<file path="src/rtl/ahb_rr_burst_arbiter_if.sv">
// rtl/ahb_rr_burst_arbiter_if.sv - AHB arbiter request/grant bundle
// HSPLIT exists only when AHB_ARB_SPLIT_EN is defined.
interface ahb_rr_burst_arbiter_if #(
  parameter int NUM_MASTERS = 3,
  parameter int MASTER_BITS = 4
);
  logic [NUM_MASTERS-1:0] HBUSREQ;
  logic [NUM_MASTERS-1:0] HLOCK;
  logic [1:0]             HTRANS;
  logic [2:0]             HBURST;
  logic                   HREADY;
  logic [1:0]             HRESP;
`ifdef AHB_ARB_SPLIT_EN
  logic [NUM_MASTERS-1:0] HSPLIT;
`endif
  logic [NUM_MASTERS-1:0] HGRANT;
  logic [MASTER_BITS-1:0] HMASTER;
  logic                   HMASTLOCK;

  modport master (
    output HBUSREQ, HLOCK, HTRANS, HBURST, HREADY, HRESP,
`ifdef AHB_ARB_SPLIT_EN
    output HSPLIT,
`endif
    input  HGRANT, HMASTER, HMASTLOCK
  );

  modport slave (
    input  HBUSREQ, HLOCK, HTRANS, HBURST, HREADY, HRESP,
`ifdef AHB_ARB_SPLIT_EN
    input  HSPLIT,
`endif
    output HGRANT, HMASTER, HMASTLOCK
  );
endinterface

</file>
<file path="src/rtl/ahb_rr_burst_arbiter.sv">
// rtl/ahb_rr_burst_arbiter.sv - round-robin, burst- and lock-aware AHB arbiter
// Optional AHB_ARB_SPLIT_EN adds split masking; otherwise SPLIT behaves as RETRY.
module ahb_rr_burst_arbiter #(
  parameter int NUM_MASTERS    = 3,
  parameter int DEFAULT_MASTER = 0,
  parameter int MASTER_BITS    = 4
) (
  input  logic                  HCLK,
  input  logic                  HRESETn,
  ahb_rr_burst_arbiter_if.slave bus
);
  localparam int PTR_W = (NUM_MASTERS > 1) ? $clog2(NUM_MASTERS) : 1;

  localparam logic [1:0] TR_IDLE   = 2'd0;
  localparam logic [1:0] TR_BUSY   = 2'd1;
  localparam logic [1:0] TR_NONSEQ = 2'd2;
  localparam logic [1:0] TR_SEQ    = 2'd3;
  localparam logic [1:0] RSP_RETRY = 2'd2;
  localparam logic [1:0] RSP_SPLIT = 2'd3;

  localparam logic [NUM_MASTERS-1:0] DEFAULT_GNT = NUM_MASTERS'(1) << DEFAULT_MASTER;
  localparam logic [PTR_W-1:0]       DEFAULT_PTR = PTR_W'(DEFAULT_MASTER);
  localparam logic [MASTER_BITS-1:0] DEFAULT_MST = MASTER_BITS'(DEFAULT_MASTER);

  typedef enum logic [1:0] {GNT_IDLE, GNT_OWN, GNT_BURST, GNT_LOCK} state_t;

  state_t                 state, state_nxt;
  logic [NUM_MASTERS-1:0] grant, grant_nxt;
  logic [PTR_W-1:0]       rr_ptr, rr_ptr_nxt;
  logic [3:0]             beat_cnt, beat_cnt_nxt;
  logic [MASTER_BITS-1:0] master_q, master_nxt;
  logic                   mastlock_q, mastlock_nxt;

  logic [PTR_W-1:0]       grant_idx;
  logic [NUM_MASTERS-1:0] eligible;
  logic                   win_found;
  logic [PTR_W-1:0]       win_idx;
  int                     scan_idx;
  logic [3:0]             burst_len;
  logic                   burst_start;
  logic                   retry_2nd;
  logic                   split_2nd;
  logic                   lock_release;
  logic                   normal_arb;
  logic                   force_arb;
  logic                   arb_ok;

`ifdef AHB_ARB_SPLIT_EN
  logic [NUM_MASTERS-1:0] split_mask, split_mask_nxt;
  logic [NUM_MASTERS-1:0] split_set;

  // The master being split is excluded from the very arbitration it triggers.
  always_comb begin
    split_set = '0;
    for (int i = 0; i < NUM_MASTERS; i++) begin
      if (split_2nd && master_q == MASTER_BITS'(i) && i != DEFAULT_MASTER)
        split_set[i] = 1'b1;
    end
    split_mask_nxt = (split_mask & ~bus.HSPLIT) | split_set;
    eligible       = bus.HBUSREQ & ~(split_mask | split_set);
  end

  assign split_2nd = bus.HREADY && (bus.HRESP == RSP_SPLIT);
`else
  assign eligible  = bus.HBUSREQ;
  assign split_2nd = 1'b0;
`endif

  always_comb begin
    grant_idx = '0;
    for (int i = 0; i < NUM_MASTERS; i++) begin
      if (grant[i])
        grant_idx = PTR_W'(i);
    end
  end

  // Scan farthest-first so the nearest requester after rr_ptr is the last write.
  always_comb begin
    win_found = 1'b0;
    win_idx   = rr_ptr;
    scan_idx  = 0;
    for (int k = NUM_MASTERS; k >= 1; k--) begin
      scan_idx = int'(rr_ptr) + k;
      if (scan_idx >= NUM_MASTERS)
        scan_idx = scan_idx - NUM_MASTERS;
      if (eligible[scan_idx]) begin
        win_found = 1'b1;
        win_idx   = PTR_W'(scan_idx);
      end
    end
  end

  always_comb begin
    case (bus.HBURST)
      3'd2, 3'd3: burst_len = 4'd3;
      3'd4, 3'd5: burst_len = 4'd7;
      3'd6, 3'd7: burst_len = 4'd15;
      default:    burst_len = 4'd0;
    endcase
  end

  // A fixed burst starting this cycle already counts as a burst in progress.
  assign burst_start  = bus.HREADY && (bus.HTRANS == TR_NONSEQ) && (burst_len != 4'd0);
  assign retry_2nd    = bus.HREADY && ((bus.HRESP == RSP_RETRY) || (bus.HRESP == RSP_SPLIT));
  assign lock_release = (state == GNT_LOCK) && bus.HREADY && !bus.HLOCK[grant_idx] &&
                        (bus.HTRANS != TR_SEQ) && (bus.HTRANS != TR_BUSY);
  assign normal_arb   = bus.HREADY && (state != GNT_LOCK) && !burst_start &&
                        ((state != GNT_BURST) || (beat_cnt == 4'd1));
  assign force_arb    = retry_2nd && ((state != GNT_LOCK) || split_2nd);
  assign arb_ok       = normal_arb || lock_release || force_arb;

  always_comb begin
    state_nxt    = state;
    grant_nxt    = grant;
    rr_ptr_nxt   = rr_ptr;
    beat_cnt_nxt = beat_cnt;
    master_nxt   = master_q;
    mastlock_nxt = mastlock_q;

    if (bus.HREADY) begin
      master_nxt   = MASTER_BITS'(grant_idx);
      mastlock_nxt = bus.HLOCK[grant_idx];
    end

    if (arb_ok) begin
      beat_cnt_nxt = '0;
      if (win_found) begin
        grant_nxt  = NUM_MASTERS'(1) << win_idx;
        rr_ptr_nxt = win_idx;
        state_nxt  = bus.HLOCK[win_idx] ? GNT_LOCK : GNT_OWN;
      end else begin
        grant_nxt  = DEFAULT_GNT;
        state_nxt  = GNT_IDLE;
      end
    end else if (retry_2nd) begin
      // Retry inside a locked sequence keeps the lock; only the count resets.
      beat_cnt_nxt = '0;
    end else if (burst_start) begin
      beat_cnt_nxt = burst_len;
      if (state != GNT_LOCK)
        state_nxt = GNT_BURST;
    end else if (bus.HREADY && beat_cnt != 4'd0) begin
      if (bus.HTRANS == TR_SEQ) begin
        beat_cnt_nxt = beat_cnt - 4'd1;
      end else if (bus.HTRANS == TR_IDLE || bus.HTRANS == TR_NONSEQ) begin
        beat_cnt_nxt = '0;
        if (state == GNT_BURST)
          state_nxt = GNT_OWN;
      end
    end
  end

  always_ff @(posedge HCLK or negedge HRESETn) begin
    if (!HRESETn) begin
      state      <= GNT_IDLE;
      grant      <= DEFAULT_GNT;
      rr_ptr     <= DEFAULT_PTR;
      beat_cnt   <= '0;
      master_q   <= DEFAULT_MST;
      mastlock_q <= 1'b0;
    end else begin
      state      <= state_nxt;
      grant      <= grant_nxt;
      rr_ptr     <= rr_ptr_nxt;
      beat_cnt   <= beat_cnt_nxt;
      master_q   <= master_nxt;
      mastlock_q <= mastlock_nxt;
    end
  end

`ifdef AHB_ARB_SPLIT_EN
  always_ff @(posedge HCLK or negedge HRESETn) begin
    if (!HRESETn)
      split_mask <= '0;
    else
      split_mask <= split_mask_nxt;
  end
`endif

  assign bus.HGRANT    = grant;
  assign bus.HMASTER   = master_q;
  assign bus.HMASTLOCK = mastlock_q;
endmodule

</file>
<file path="src/flat_wrapper.sv">
// flat-port wrapper written by rule: the top's interface ports become plain ports
module ahb_rr_burst_arbiter_flat 
#(
  parameter int NUM_MASTERS    = 3,
  parameter int DEFAULT_MASTER = 0,
  parameter int MASTER_BITS    = 4
)
  (HCLK, HRESETn, bus_HBUSREQ, bus_HLOCK, bus_HTRANS, bus_HBURST, bus_HREADY, bus_HRESP, bus_HGRANT, bus_HMASTER, bus_HMASTLOCK);
  ahb_rr_burst_arbiter_if #(.NUM_MASTERS(NUM_MASTERS), .MASTER_BITS(MASTER_BITS)) bus_i ();
  input  logic HCLK;
  input  logic HRESETn;
  input wire logic [$bits(bus_i.HBUSREQ)-1:0] bus_HBUSREQ;
  input wire logic [$bits(bus_i.HLOCK)-1:0] bus_HLOCK;
  input wire logic [$bits(bus_i.HTRANS)-1:0] bus_HTRANS;
  input wire logic [$bits(bus_i.HBURST)-1:0] bus_HBURST;
  input wire logic [$bits(bus_i.HREADY)-1:0] bus_HREADY;
  input wire logic [$bits(bus_i.HRESP)-1:0] bus_HRESP;
  output wire logic [$bits(bus_i.HGRANT)-1:0] bus_HGRANT;
  output wire logic [$bits(bus_i.HMASTER)-1:0] bus_HMASTER;
  output wire logic [$bits(bus_i.HMASTLOCK)-1:0] bus_HMASTLOCK;
  assign bus_i.HBUSREQ = bus_HBUSREQ;
  assign bus_i.HLOCK = bus_HLOCK;
  assign bus_i.HTRANS = bus_HTRANS;
  assign bus_i.HBURST = bus_HBURST;
  assign bus_i.HREADY = bus_HREADY;
  assign bus_i.HRESP = bus_HRESP;
  assign bus_HGRANT = bus_i.HGRANT;
  assign bus_HMASTER = bus_i.HMASTER;
  assign bus_HMASTLOCK = bus_i.HMASTLOCK;
  ahb_rr_burst_arbiter #(.NUM_MASTERS(NUM_MASTERS), .DEFAULT_MASTER(DEFAULT_MASTER), .MASTER_BITS(MASTER_BITS)) u_core (.HCLK(HCLK), .HRESETn(HRESETn), .bus(bus_i));
endmodule
</file>
<file path="config.mk">
export PLATFORM = sky130hd
export DESIGN_NAME = ahb_rr_burst_arbiter_flat
export DESIGN_NICKNAME = d
export VERILOG_FILES = /design/src/rtl/ahb_rr_burst_arbiter_if.sv /design/src/rtl/ahb_rr_burst_arbiter.sv /design/src/flat_wrapper.sv
export SDC_FILE = /design/constraint.sdc
export NUM_CORES = 1
export LEC_CHECK = 0
export CORE_MARGIN = 2
export CORE_UTILIZATION = 40
export CTS_CLUSTER_SIZE = 20
export DETAILED_ROUTE_END_ITERATION = 7
export GPL_TIMING_DRIVEN = 0
export SYNTH_ARGS = -nofsm -noshare
export SYNTH_HDL_FRONTEND = slang
export SYNTH_SLANG_ARGS = --single-unit
</file>
<file path="constraint.sdc">
create_clock -name HCLK -period 2.5 [get_ports HCLK]
set_input_delay 0.5 -clock HCLK [delete_from_list [all_inputs] [get_ports HCLK]]
set_output_delay 0.5 -clock HCLK [all_outputs]
set_load 0.05 [all_outputs]
</file>
==> results of run 1 <==
## cell usage after synthesis (2+ instances only)
cell type,number,share of area (%)
dfrtp_1,13,25
nand2_1,10,2.9
inv_1,9,2.6
o21ai_0,9,3.5
nor2_1,7,2.1
mux2i_1,6,4.7
ha_1,5,4.9
a211oi_1,4,2.3
a21o_1,3,1.8
buf_4,3,1.8
nor2b_1,3,1.5
nor3_1,3,1.2
o22ai_1,3,1.5
o31ai_1,3,1.8
a31oi_1,2,0.98
buf_2,2,0.78
buf_6,2,1.8
inv_2,2,0.59
mux2_2,2,1.8
mux2_4,2,2.3
nand2b_1,2,0.98
nand2b_2,2,1.4
nor3b_1,2,1.2
o211ai_1,2,1.2
## where the power goes
| part | internal, mW | switching, mW |
|---|---|---|
| clock | 0.0617 | 0.0721 |
| sequential | 0.331 | 0.108 |
| combinational | 0.562 | 0.739 |
| total | 0.955 | 0.919 |
## layout make-up
cell class / instances / area, um^2 / share of cell area, %
sequential: 14 / 353 / 22.8
buffer: 7 / 55.1 / 3.56
multi-input combinational: 105 / 836 / 54.0
inverter: 11 / 41.3 / 2.67
clock buffer: 4 / 26.3 / 1.70
timing repair buffer: 18 / 180 / 11.7
tap: 44 / 55.1 / 3.56
## metrics by stage
stage | util [%] | cells
detailed placement | 49.8 | 199
floorplan | - | 137
finish | 50.7 | 203
global route | 50.7 | 203
global placement | 49.8 | 199
CTS | 50.6 | 203
## flip-flops by register name, summed over array words and instances, names as in the netlist
| name | cells |
|---|---|
| u_core.bus.HMASTER | 2 |
| u_core.rr_ptr | 2 |
| u_core.beat_cnt | 4 |
| u_core.state | 2 |
| u_core.bus.HGRANT | 3 |
| u_core.bus.HMASTLOCK | 1 |
## worst max-delay path by stage
stage,startpoint,to,slack (ns),cells past startpoint
6_report,u_core.rr_ptr[0],u_core.state[1],0.31,8
5_1_grt,u_core.rr_ptr[0],u_core.state[1],0.06,8
4_1_cts,u_core.rr_ptr[0],u_core.state[1],0.22,8
3_5_place_dp,bus_HREADY,u_core.rr_ptr[1],0.19,6
3_3_place_gp,bus_HBUSREQ[1],u_core.state[1],0.21,6
2_1_floorplan,u_core.rr_ptr[0],u_core.state[1],0.56,8
## metal layers
metal	GRT usage [%]	wire (um)	part of all wire, %
met1	26.4	1440	52
met2	24.0	1210	44
met3	2.13	131	4.7
met4	3.73	0	0
met5	0	0	0
## critical path, delay by kind of cell (launching register included)
kind / cells / cell delay [ns]
flip-flops: 1 / 0.44
buffers and inverters: 2 / 0.25
AO/OA/AOI/OAI: 3 / 0.51
adder cells (fa/ha/maj): 1 / 0.34
AND/OR/NAND/NOR: 1 / 0.27
multiplexers: 1 / 0.26
## cell families (layout without fill, tap and decap cells)
family | count (synthesis) | count (layout) | synth area share, %
buffers and inverters | 18 | 40 | 7.53
flip-flops | 14 | 14 | 27.5
other | 1 | 2 | 0.293
AND/OR/NAND/NOR | 42 | 42 | 20.9
adder cells (fa/ha/maj) | 5 | 5 | 4.89
XOR/XNOR | 1 | 1 | 0.684
AO/OA/AOI/OAI | 45 | 45 | 29.4
multiplexers | 10 | 10 | 8.80
## layout by cell type (no fill, tap or decap), drive strengths merged, types with 4 or more instances in the layout
cell and n:
a211oi 5, buf 7, clkbuf 4, clkdlybuf4s50 18
dfrtp 13, ha 5, inv 11, mux2 4
mux2i 6, nand2 11, nand2b 4, nor2 8
o21ai 12, o22ai 4
## timing repair
action                     CTS  global route
setup endpoints to repair    0             1
hold endpoints to repair     0             0
setup buffers                0             0
resized for setup            0             1
==> flow_summary.toml, run 1 <==
[run_status]
outcome = "finished, final reports clean"

[route]
first_pass_iters = 4
drt-total-wl_um = 2780
routedWlPerCell_um = 13.7
drc = 0
num_vias = 1093
viasPerCell = 5.38
ant_nets = 0
drtIter0Drc = 60

[timing]
finalWorstSetupSlack_ns = 0.307
maxSlewViolCount = 0
max_slew.worst_pin.slew_ns = 0.638
finalHoldViolations = 0
min_period_ns = 2.19
finalSetupViolations = 0
slew_headroom_pct = 57.3
rsz0062_at_grt = "false"
fin_worst_skew_ns = 0.00112
min_period_over_period_pct = 87.7
finalSetupTns_ns = 0
hold_ws_ns = 0.511
timing.fmax_ghz = 0.456

[synth]
ys_seq_elements = 14
synth_edf_count = 0
yosys_most_used_dff = "dfrtp_1"
ys_warn_count = 0
netlist_instances = 136
synth_area_mm2 = 0.00128
seq_area_frac_synth_pct = 27.5
synthArstFlopShare_pct = 100
avgSynthCellArea_um2 = 9.41
synth_cell_type_count = 59

[global_routing]
grt_first_pass_wirelength_um = 4660
grt_max_degree = 15
grt_antenna_before_repair = 0
track_usage_pct = 16.7
grt_pass1_vias = 968
grt-ovfl-total = 0

[place]
post-dp-hpwl_um = 2170
placed_area_mm2 = 0.00152
gp_congestion = 0.869
portBuffers = 18
pre_cts_slack_ns = 0.186

[job]
maxCapViolCount = 0

[setup_path]
r2r_start = "u_core.rr_ptr[0]"
r2r-end = "u_core.state[1]"
reg2reg_depth = 8
end_kind = "flip-flop"
crit_path_max_fanout = 10
crit_type = "reg2reg"
rrSetupSlack_ns = 0.31
max_stage_delay_ns = 0.44
worstSetupStartpointType = "flip-flop"
required_ns = 2.64
path_cells = "inv_2 > ha_1 > buf_6 > nor3b_1 > a211oi_2 > o22ai_2 > mux2i_1 > o221ai_1"
slowest_stage = "dfrtp_2"
crit_arrival_ns = 2.33

[hold_path]
hold_depth = 2
hold_start = "u_core.bus.HGRANT[0]"
hold_path_class = "reg2reg"
min_to = "u_core.bus.HGRANT[0]"

[finish]
drive_above_1_share_pct = 23.3
fin_nets = 181
n_fill_cell = 309
antenna_cells = 0
final_cell_area_mm2 = 0.00155
syn2layout_area_growth_pct = 20.8

[die]
dieArea_mm2 = 0.00367
die_h_um = 60.6
num_io_pins = 24
rows = 20
initial_core_util_pct = 41.9
core_area_mm2 = 0.00305
dieWidth_um = 60.6

[clock_network]
ctsHoldBuffers = 0
clock_latency_ns = 0.27
cts_tree = "built"
path_clk_slew_ns = 0.09
cts_buffer_depth = 2
numCtsBuffers = 3
cts_root_buf = "clkbuf_4"
cts_max_level = 1
cts.sinks = 14

[power_and_ir_drop]
ir_drop_uv = 352
leakage_nw = 0.625
total_power_mw = 1.87
p_per_area_mw_per_mm2 = 1210
Power figures use the tool's default switching activity.
==> inputs of run 2 (changes only) <==
- GPL_ROUTABILITY_DRIVEN: default -> 0
- REMOVE_ABC_BUFFERS: default -> 1
==> run 2 against run 1 <==
Against the previous run:
- flip-flop and latch count did not move
- sequential share of layout area rose by 0.086 points
- critical path depth fell by 2
==> flow_summary.toml, run 2 (synthesis gave the netlist of run 1 again) <==
[setup_path]
crit_arrival_ns = 2.48
crit_start = "bus_HREADY"
required_ns = 2.68
crit_path_max_fanout = 13
crit_type = "in2reg"
worstSetupStartpointType = "input pin"
r2r_start = "u_core.rr_ptr[0]"
end_kind = "flip-flop"

[finish]
antenna_cells = 0
mostFrequentLayoutCell = "clkdlybuf4s50_1"
n_fill_cell = 308
fin_nets = 178
largest-register = "u_core.beat_cnt"
final_cell_mix = "clkdlybuf4s50_1, dfrtp_1, nand2_1"
seqCellArea_um2 = 352
syn2layout_area_growth_pct = 19.9
largest_reg_flops = 4
drive_above_1_share_pct = 21.8
multiInputGateArea_um2 = 838

[clock_network]
ctsHoldBuffers = 0
cts_root_buf = "clkbuf_4"
path_clk_slew_ns = 0.09
cts_max_level = 1
numCtsBuffers = 3
cts_buffer_depth = 2
clock_latency_ns = 0.28
cts.sinks = 14
cts_tree = "built"

[timing]
finalWorstSetupSlack_ns = 0.197
min_period_over_period_pct = 92.1
finalSetupTns_ns = 0
finalSetupViolations = 0
timing.fmax_ghz = 0.434
max_slew.worst_pin.slew_ns = 0.649
rsz0062_at_grt = "false"
slew_headroom_pct = 56.6
min_period_ns = 2.30
fin_worst_skew_ns = 0.00519
finalHoldViolations = 0
maxSlewViolCount = 0
hold_ws_ns = 0.519

[power_and_ir_drop]
p_per_area_mw_per_mm2 = 1270
leakage_nw = 0.612
ir_drop_uv = 381

[route]
wl_met2_um = 1290
first_pass_iters = 4
top_layer_used = "met4"
ant_nets = 0
drc = 0
routedWlPerCell_um = 13.9
drt-total-wl_um = 2790
wl_met1_um = 1380
num_vias = 1090
viasPerCell = 5.45
drtIter0Drc = 27
route.met3.wl_um = 89

[hold_path]
hold_path_class = "reg2reg"
hold_start = "u_core.bus.HGRANT[0]"

[global_routing]
grt_antenna_before_repair = 0
grt_pass1_vias = 1015
grt-ovfl-total = 0
grt_max_degree = 15
track_usage_pct = 17.4
grt_first_pass_wirelength_um = 4880

[die]
die_h_um = 60.6
core_area_mm2 = 0.00305
initial_core_util_pct = 41.9
num_io_pins = 24
dieWidth_um = 60.6
rows = 20
dieArea_mm2 = 0.00367

[place]
post-dp-hpwl_um = 2140
portBuffers = 19
pre_cts_slack_ns = -0.120

[job]
maxCapViolCount = 0

[run_status]
outcome = "finished, final reports clean"
[run 2: cell types whose count changed in the layout (fill, tap and decap cells not counted), sizes merged]
cell,delta
buf,-4
clkdlybuf4s50,+1
[run 2: through the flow]
| step | instances | utilization (%) | instance area [um^2] | power [mW] |
|---|---|---|---|---|
| after detailed placement | 193 | 48.3 | 1470 | 1.69 |
| after CTS | 197 | 49.5 | 1510 | 1.86 |
| after global routing | 200 | 50.3 | 1540 | 2.11 |
| final | 200 | 50.3 | 1540 | 1.95 |
| after floorplan | 130 | - | 1230 | 1.39 |
| after global placement | 193 | 48.3 | 1470 | 1.67 |
[run 2: final timing paths]
check	end	slack, ns	cells past startpoint
setup reg to reg	u_core.state[1]	0.25	7
setup / recovery	u_core.rr_ptr[1]	0.20	6
hold reg to reg	u_core.bus.HGRANT[0]	0.52	2
hold / removal	u_core.bus.HGRANT[0]	0.52	2
min in group asynchronous	u_core.rr_ptr[1]	0.61	1
max in group asynchronous	u_core.beat_cnt[1]	1.47	1
[run 2: timing repair]
action / CTS / global route
setup endpoints to repair: 0 / 2
resized for setup: 0 / 1
setup buffers: 0 / 3
hold endpoints to repair: 0 / 0
[run 2: where the power goes]
group          internal, mW  total [mW]  switching (mW)
sequential            0.330       0.441           0.111
combinational         0.595        1.34           0.745
clock                0.0886       0.166          0.0773
total                  1.01        1.95           0.933
[run 2: worst max-delay path, cell delays in order]
cell	delay, ns
clkdlybuf4s50_1	0.71
and2_4	0.31
o31ai_1	0.38
o21ai_4	0.15
nand2_4	0.12
mux2_4	0.30
[run 2: layout make-up]
class,instances,area share [%]
inverters,11,2.69
repair buffers,22,13.9
clock buffers,4,2.36
flip-flops and latches,14,22.9
multi-input cells,105,54.6
well taps,44,3.59
[run 2: layer usage]
| metal | GRT usage, % | up-vias |
|---|---|---|
| met3 | 2.35 | 4 |
| met5 | 0 | - |
| li1 | - | 544 |
| met4 | 4.66 | 0 |
| met2 | 26.4 | 26 |
| met1 | 25.9 | 516 |
==> inputs of run 3 (changes only) <==
- CORE_MARGIN: 2 -> 5
==> run 3 against run 2 <==
Against the previous run:
- design area shrank 1.5%
- clock-buffer cell count is the same
- setup slack lost 0.039 ns
- worst hold slack lost 0.0037 ns
- clock skew is essentially flat
- flip-flop and latch count is the same
- sequential share of layout area grew 0.34 points
- total power shrank 3.8%
- highest routed layer unchanged
- die area grew 21%
- register-to-register slack lost 0.08 ns
- combinational power shrank 6%
- largest power group unchanged
- utilization shrank 0.74 points
==> flow_summary.toml, run 3 (synthesis gave the netlist of run 1 again) <==
[job]
maxCapViolCount = 0

[place]
portBuffers = 19
post-dp-hpwl_um = 2220
post-place-cells = 193
placed_area_mm2 = 0.00147
pre_cts_slack_ns = -0.134

[setup_path]
max_stage_delay_ns = 0.74
slowest_stage = "clkdlybuf4s50_1"
required_ns = 2.68
crit_type = "in2reg"
crit_arrival_ns = 2.52
crit_path_max_fanout = 13
worstSetupStartpointType = "input pin"
path_cells = "clkdlybuf4s50_1 > and2_4 > o31ai_1 > o21ai_4 > nand2_4 > mux2_4"
end_kind = "flip-flop"

[route]
drc = 0
drtIter0Drc = 67
num_vias = 1078
ant_nets = 0
drt-total-wl_um = 2900
first_pass_iters = 4
routedWlPerCell_um = 14.7
viasPerCell = 5.47

[run_status]
outcome = "finished, final reports clean"

[die]
die_h_um = 66.6
core_area_mm2 = 0.00305
num_io_pins = 24
dieArea_mm2 = 0.00443
initial_core_util_pct = 41.9
dieWidth_um = 66.6
rows = 20

[global_routing]
grt-ovfl-total = 0
track_usage_pct = 14.0
grt_first_pass_wirelength_um = 4930
grt_pass1_vias = 1033
grt_max_degree = 15
grt_antenna_before_repair = 0

[power_and_ir_drop]
total_power_mw = 1.87
p_per_area_mw_per_mm2 = 1240
ir_drop_uv = 366
leakage_nw = 0.598

[timing]
max_slew.worst_pin.slew_ns = 0.652
finalSetupViolations = 0
finalHoldViolations = 0
rsz0062_at_grt = "false"
finalWorstSetupSlack_ns = 0.158
finalSetupTns_ns = 0
min_period_over_period_pct = 93.7
maxSlewViolCount = 0
timing.fmax_ghz = 0.427
slew_headroom_pct = 56.4
fin_worst_skew_ns = 0.00547
min_period_ns = 2.34

[clock_network]
numCtsBuffers = 3
cts.sinks = 14
cts_tree = "built"
ctsHoldBuffers = 0
path_clk_slew_ns = 0.10
clock_latency_ns = 0.28
cts_root_buf = "clkbuf_4"
cts_max_level = 1
cts_buffer_depth = 2

[finish]
final_cell_count_no_fill = 197
mostFrequentLayoutCell = "clkdlybuf4s50_1"
largest_reg_flops = 4
drive_above_1_share_pct = 20.3
fin_nets = 175
antenna_cells = 0
syn2layout_area_growth_pct = 18.2
largest-register = "u_core.beat_cnt"
final_cell_area_mm2 = 0.00151
final_cell_mix = "clkdlybuf4s50_1, dfrtp_1, nand2_1"

[hold_path]
hold_path_class = "reg2reg"
==> run 3: cell type report <==
type	instances	area [um^2]
clock buffer	4	36.3
sequential	14	352
tap	44	55.1
fill	312	1540
multi-input combinational	105	838
inverter	11	41.3
timing repair buffer	19	190
==> run 3: timing repair <==
| action | CTS | global route |
|---|---|---|
| gates resized for setup | 0 | 1 |
| buffers inserted | 0 | 0 |
| endpoints found under the setup margin | 0 | 1 |
==> run 3: metrics by stage <==
step	utilization, %	hold WS, ns
floorplan	-	0.204
global placement	48.3	0.498
detailed placement	48.3	0.504
CTS	49.5	0.517
global route	49.5	0.557
finish	49.5	0.515
==> run 3: metal layers <==
layer	global-route usage (%)	vias to the layer above	wire length, um
met5	0	-	0
met2	21.4	22	1300
met1	20.3	519	1450
met4	3.81	0	18
li1	-	535	-
met3	2.19	2	130
==> run 3: worst max-delay path, delay by kind of cell <==
kind,cells,cell delay (ns)
AO/OA/AOI/OAI,2,0.54
buffers and inverters,1,0.74
multiplexers,1,0.30
AND/OR/NAND/NOR,2,0.45
==> run 3: power by group <==
group	total [mW]	internal [mW]	switching, mW
logic	1.26	0.532	0.732
registers	0.439	0.329	0.109
clock network	0.169	0.0886	0.0808
==> run 3: worst paths after layout <==
path / startpoint / to / slack [ns] / cells after the start
worst max-delay path: bus_HREADY / u_core.rr_ptr[1] / 0.16 / 6
worst min-delay path: u_core.bus.HGRANT[0] / u_core.bus.HGRANT[0] / 0.52 / 2
worst max register to register: u_core.rr_ptr[0] / u_core.state[1] / 0.17 / 7
worst min register to register: u_core.bus.HGRANT[0] / u_core.bus.HGRANT[0] / 0.52 / 2
max in group asynchronous: HRESETn / u_core.bus.HMASTLOCK / 1.47 / 1
min in group asynchronous: HRESETn / u_core.rr_ptr[1] / 0.61 / 1
